--- src/rtl/bcd_to_bin.sv ---
// Three-digit BCD to 8-bit binary converter using a sequential reverse double-dabble.
// One conversion takes a fixed 10 SHIFT cycles; results saturate at 255 and flag invalid digits.
`timescale 1ns/1ps

module bcd_to_bin (
  input  logic       clk,
  input  logic       rst,
  input  logic       start,
  input  logic [3:0] hundreds,
  input  logic [3:0] tens,
  input  logic [3:0] ones,
  output logic [7:0] bin_out,
  output logic       busy,
  output logic       done,
  output logic       ovf,
  output logic       err
);

  typedef enum logic [1:0] {
    S_IDLE  = 2'd0,
    S_SHIFT = 2'd1,
    S_DONE  = 2'd2
  } state_e;

  localparam logic [3:0] LAST_STEP = 4'd9;

  state_e      state_q, state_d;
  logic [3:0]  cnt_q, cnt_d;
  logic [11:0] bcd_q, bcd_d;
  logic [9:0]  acc_q, acc_d;
  logic        bad_q, bad_d;
  logic [7:0]  bin_q, bin_d;
  logic        ovf_q, ovf_d;
  logic        err_q, err_d;

  logic [11:0] bcd_step;
  logic [9:0]  acc_step;

  // Halve the BCD number: shift right, then a digit that received a carried-in
  // 8 (i.e. value >= 8) is really "10/2 = 5" too large by 3.
  function automatic logic [3:0] fix_digit(input logic [3:0] d);
    return (d >= 4'd8) ? (d - 4'd3) : d;
  endfunction

  always_comb begin
    logic [21:0] shifted;
    shifted  = {bcd_q, acc_q} >> 1;
    acc_step = shifted[9:0];
    bcd_step = {fix_digit(shifted[21:18]),
                fix_digit(shifted[17:14]),
                fix_digit(shifted[13:10])};
  end

  // NOTE: every combinational output gets a default first so no path leaves a
  // variable unassigned, which would otherwise infer a latch.
  always_comb begin
    state_d = state_q;
    cnt_d   = cnt_q;
    bcd_d   = bcd_q;
    acc_d   = acc_q;
    bad_d   = bad_q;
    bin_d   = bin_q;
    ovf_d   = ovf_q;
    err_d   = err_q;

    unique case (state_q)
      S_IDLE: begin
        if (start) begin
          state_d = S_SHIFT;
          bcd_d   = {hundreds, tens, ones};
          acc_d   = '0;
          cnt_d   = '0;
          bad_d   = (hundreds > 4'd9) || (tens > 4'd9) || (ones > 4'd9);
        end
      end

      S_SHIFT: begin
        bcd_d = bcd_step;
        acc_d = acc_step;
        cnt_d = cnt_q + 4'd1;
        if (cnt_q == LAST_STEP) begin
          state_d = S_DONE;
          cnt_d   = '0;
          // The result is taken from the accumulator after this final step.
          if (bad_q) begin
            bin_d = '0;
            ovf_d = 1'b0;
            err_d = 1'b1;
          end else if (acc_step > 10'd255) begin
            bin_d = 8'hFF;
            ovf_d = 1'b1;
            err_d = 1'b0;
          end else begin
            bin_d = acc_step[7:0];
            ovf_d = 1'b0;
            err_d = 1'b0;
          end
        end
      end

      S_DONE: begin
        state_d = S_IDLE;
      end

      default: begin
        state_d = S_IDLE;
      end
    endcase
  end

  // NOTE: state registers use non-blocking assignments so every flop samples
  // the pre-edge values, independent of process ordering.
  always_ff @(posedge clk or posedge rst) begin
    if (rst) begin
      state_q <= S_IDLE;
      cnt_q   <= '0;
      bcd_q   <= '0;
      acc_q   <= '0;
      bad_q   <= 1'b0;
      bin_q   <= '0;
      ovf_q   <= 1'b0;
      err_q   <= 1'b0;
    end else begin
      state_q <= state_d;
      cnt_q   <= cnt_d;
      bcd_q   <= bcd_d;
      acc_q   <= acc_d;
      bad_q   <= bad_d;
      bin_q   <= bin_d;
      ovf_q   <= ovf_d;
      err_q   <= err_d;
    end
  end

  // Status decodes straight from the state flop, so reset clears them at once.
  assign busy    = (state_q == S_SHIFT);
  assign done    = (state_q == S_DONE);
  assign bin_out = bin_q;
  assign ovf     = ovf_q;
  assign err     = err_q;

endmodule

--- config.mk ---
export PLATFORM = sky130hd
export DESIGN_NAME = bcd_to_bin
export DESIGN_NICKNAME = d
export VERILOG_FILES = /design/src/rtl/bcd_to_bin.sv
export SDC_FILE = /design/constraint.sdc
export NUM_CORES = 1
export LEC_CHECK = 0
export BUFFER_PORTS_ARGS = -buffer_cell sky130_fd_sc_hd__buf_4
export CORE_MARGIN = 5
export CORE_UTILIZATION = 36
export DETAILED_ROUTE_END_ITERATION = 16
export SLEW_MARGIN = 20
export SYNTH_ARGS = -nofsm -noshare
export SYNTH_HDL_FRONTEND = slang
export SYNTH_SLANG_ARGS = --single-unit
--- constraint.sdc ---
create_clock -name clk -period 1.35 [get_ports clk]
set_input_delay 0.0675 -clock clk [delete_from_list [all_inputs] [get_ports clk]]
set_output_delay 0.0675 -clock clk [all_outputs]
set_load 0.1 [all_outputs]
### Word level (Yosys, flattened, before mapping)

Index checks and enable logic that the tools add are counted.

* flip-flop bits (word level): 39
* input bits: 15
* output and inout port bits: 12
* word-level logic and storage cells: 50

* add/subtract/negate cells: 4
* $lt $le $gt $ge: 7
* eq/ne operators: 5
* multiplexer cells: 18
* reductions and logical operators: 8

Operators with widths (number)
* $pmux 12 s2: 1
* $mux 4: 5
* $pmux 10 s2: 1
* $mux 8: 2
* $gt 4x4->1 const B: 3
* $mux 12: 1
* $gt 10x8->1 const B: 1
* $mux 10: 1
* $ge 4x4->1 const B: 2
* $pmux 4 s2: 1
* $reduce_and 2->1: 4
* $sub 4x2->4 const B: 2
* $add 4x1->4 const B: 1
* $eq 4x4->1 const B: 1
* $ge 3x4->1 const B: 1
* $mux 2: 2
* $pmux 2 s2: 1
* $sub 3x2->4 const B: 1
* $mux 1: 3
* $eq 2x1->1 const B: 1
* $eq 2x2->1 const B: 1
* $logic_not 2->1: 1
* $logic_or 1x1->1: 2
* $ne 2x1->1 const B: 1
* other kinds (2): 2

### Longest topological paths before layout

* word-level depth: 3
* depth in mapped cells: 6
* gate-level depth less buffers: 5

### Worst setup path before layout

No wires, ideal clock.

* kind: reg2out
* start: reg state_q[1]
* end: out done
* arrival time: 2.073 ns
* required time: 1.283 ns
* path slack: -0.791 ns
* stages on the path, launching flop included: 4
* path buffers: 2
* path through: dfrtp_1 -> buf_6 -> clkbuf_1 -> nor2b_1

* cells in the longest elaborated chain, start to end: 1

RTL lines
* from (decl): line 27 `state_e state_q, state_d;`
* from (signal assigned): line 124 `state_q <= state_d;`
* $eq 2x2->1: line 137 `assign done = (state_q == S_DONE);`
* to (decl): line 14 `output logic done,`

No other way between the ends.

### Worst setup path in the final report

* start: reg state_q[1]
* end: reg err_q, in the netlist err

* cells in the longest elaborated chain, start to end: 2

RTL lines
* $eq 2x1->1: line 66 `unique case (state_q)`
* $reduce_and 2->1 (no line)
* to (signal assigned): line 131 `err_q <= err_d;`
* to (decl): line 34 `logic err_q, err_d;`

No other way between the ends.
A chain may end at the register's enable or synchronous reset.

==> out/metrics.cfg <==
[placement]
dp.cells = 299
io_buffers = 26
routabilityCongestion = 0.742
pre_cts_ws_ps = 41.5
dp_hpwl_microns = 3000

[pwr]
intPower_w = 0.00392
p_clk_frac = 0.163
switchingPower_w = 0.00328
netSwitchingFraction = 0.455
ir_drop_v = 0.00118
power.density_nw_per_um2 = 2810
power_leakage_nw = 1.21
pwr-share-seq = 0.303
combPwrFrac = 0.534

[timing]
worstMarginPinSlew_ps = 490
timing.final.ws_setup_ps = 19.3
fin_crit_sh = 0.986
fmax_mhz = 751
max-slew-margin-rel = 0.673
skew_ps = 9.18
fin_crit_ps = 1330
setup_viol = 0
fin_tns_setup_ps = 0
hold_viol = 0
grt_setup_unrepaired = true
drv_slew = 0

[worst_hold_path]
hp-class = primary input to register
hold_depth = 3
hold_path_end = bcd_q[2]
min_from = ones[2]

[detailed_routing]
drtAntennaViolNets = 0
vias = 1610
totalWireLength_microns = 4390
drc = 0
drt-pass1-iter-count = 4
via_per_inst = 5.05
drt_iter0_markers = 59
wl_per_cell_microns = 13.7

[critical_path]
crit_fanout = 5
required_ps = 1530
critPathArrivalTime_ps = 1510
path_class = register to register
crit_path_max_incr_delay_ps = 400
r2r_cells = 4
r2r_start = state_q[1]
timing.rr.end = err
r2r_setup_slack_ps = 20
crit_slowest_cell = dfrtp_1
crit_path_start_kind = register
endpoint_kind = register
crit_chain = nand2b_4, buf_4, nor2_1, mux2_2

[cts]
cts_root_buf = clkbuf_8
worst_skew_pair.late_latency_ps = 290
htree_num_levels = 2
clk_path_buf_depth = 2
path_clk_slew_ps = 80
cts.sinks = 38
cts_buffers = 5
cts_tree = yes

[run]
cap_violations = 0

[floorplan]
die_area_sq_um = 6900
io-pin-count = 27
start_util = 0.374
die_h_microns = 83.0
die_x_microns = 83.0
core-area_sq_um = 5140
rows = 26

[global_routing]
gr-total-overflow = 0
antenna_found_initial = 0
grt_pass1_wl_microns = 7720
grt_pass1_vias = 1602
grt_max_degree = 39
grt_usage = 0.136

[yosys]
synth-seq-area-share = 0.495
syn_area_sq_um = 1920
yosysWarningCount = 0
synth.top_cell.area_share = 0.495
syn_inst = 199
async_flop_share = 1.00
synth-seq-cells = 38
synth_edf_count = 0
dominantRegCellSynth = dfrtp_1
synth.avg_cell_area_sq_um = 9.65
synth_area_leaders = dfrtp_1 (50%), o21ai_0 (5.5%), nand2_1 (4.9%), o41ai_1 (4.1%), ha_1 (3.9%)
synth_fp_nets = 220
synthDistinctLibCells = 35
yosys.area.top_type = dfrtp_1

[final_layout]
drive_above_1_share = 0.297
final_common_cell = buf_4
antenna_cells = 0
instances_no_fill = 319
final_cell_mix = buf_4 (53), dfrtp_1 (36), nand2_1 (25), o21ai_0 (18)
fin_nets = 269
syn_to_final_growth_pct = 33.2

[run_status]
status = completed

==> cell usage after synthesis, types with 3 or more instances <==
| master | number |
|---|---|
| clkbuf_1 | 6 |
| buf_2 | 7 |
| a21oi_1 | 11 |
| a21o_1 | 4 |
| dfrtp_1 | 38 |
| nor2b_1 | 5 |
| nor3_1 | 9 |
| a211oi_1 | 4 |
| and3b_1 | 3 |
| inv_1 | 8 |
| xnor2_1 | 4 |
| ha_1 | 6 |
| o21ai_0 | 21 |
| nand3_1 | 3 |
| nor2_1 | 5 |
| nand2_1 | 25 |
| o21ai_1 | 8 |
| o41ai_1 | 9 |
==> per-stage QoR <==
stage / cell area, sq um / hold slack (ps) / total power [W] / utilization
final: 2560 / 40.0 / 0.00719 / 0.498
after floorplan: 1930 / 200 / 0.00478 / -
after global placement: 2270 / 223 / 0.00566 / 0.442
after global routing: 2560 / 49.3 / 0.00773 / 0.498
after detailed placement: 2270 / 229 / 0.00571 / 0.442
after CTS: 2480 / 34.3 / 0.00703 / 0.483
==> registers in the layout, summed over array words and instances (netlist names) <==
name,count
cnt_q,4
err,1
state_q,2
ovf,1
bad_q,1
bin_out,8
bcd_q,12
acc_q,9
==> layer usage <==
layer  vias up  wire length (microns)  global-route usage
li1        801                      -                   -
met1       778                   2110               0.186
met2        29                   2090               0.206
met3         2                    146              0.0376
met4         0                     36              0.0475
met5         -                      0                   0
==> worst max-delay path by stage <==
stage	slack, ps	to	from	cells past startpoint
after floorplan	20	done	state_q[1]	3
after global placement	50	bin_out[4]	cnt_q[1]	5
after detailed placement	40	cnt_q[0]	state_q[0]	4
after CTS	-10	busy	state_q[0]	3
after global routing	-50	bin_out[0]	state_q[1]	4
final	20	err	state_q[1]	4
==> final cells by class <==
| type | instances | area (sq um) |
|---|---|---|
| Fill cell | 509 | 2580 |
| Timing Repair Buffer | 59 | 479 |
| Clock buffer | 5 | 68.8 |
| Tap cell | 70 | 87.6 |
| Clock inverter | 3 | 68.8 |
| Inverter | 8 | 33.8 |
| Sequential cell | 38 | 953 |
| Multi-Input combinational cell | 136 | 867 |
==> logic make-up (layout without fill, tap and decap cells) <==
group	after synthesis	after routing	synth area share
fa+ha+maj	6	6	0.0391
xor+xnor	5	5	0.0228
simple gates	56	56	0.148
mux	3	3	0.0163
compound gates	66	66	0.214
flops	38	38	0.495
buf+inv	25	75	0.0651
==> worst max-delay path: cells and delay by family (launching register included) <==
kind | cells | cell delay (ps)
flip-flops | 1 | 400
multiplexers | 1 | 340
AND/OR/NAND/NOR | 2 | 320
buffers and inverters | 1 | 150
==> power by group through the flow <==
stage / Sequential, W / Clock [W] / Combinational, W
final: 0.00218 / 0.00117 / 0.00384
after floorplan: 0.00287 / 0 / 0.00191
after global routing: 0.00228 / 0.00127 / 0.00419
after detailed placement: 0.00219 / 0 / 0.00352
after global placement: 0.00218 / 0 / 0.00347
after CTS: 0.00218 / 0.00120 / 0.00366
==> timing repair <==
item | 4_1_cts | 5_1_grt
hold endpoints to repair | 39 | 0
gates cloned | 0 | 0
setup endpoints to repair | 2 | 19
hold buffers | 2 | 0
resized for setup | 8 | 8
buffers inserted | 3 | 7
Power figures use the tool's default switching activity.
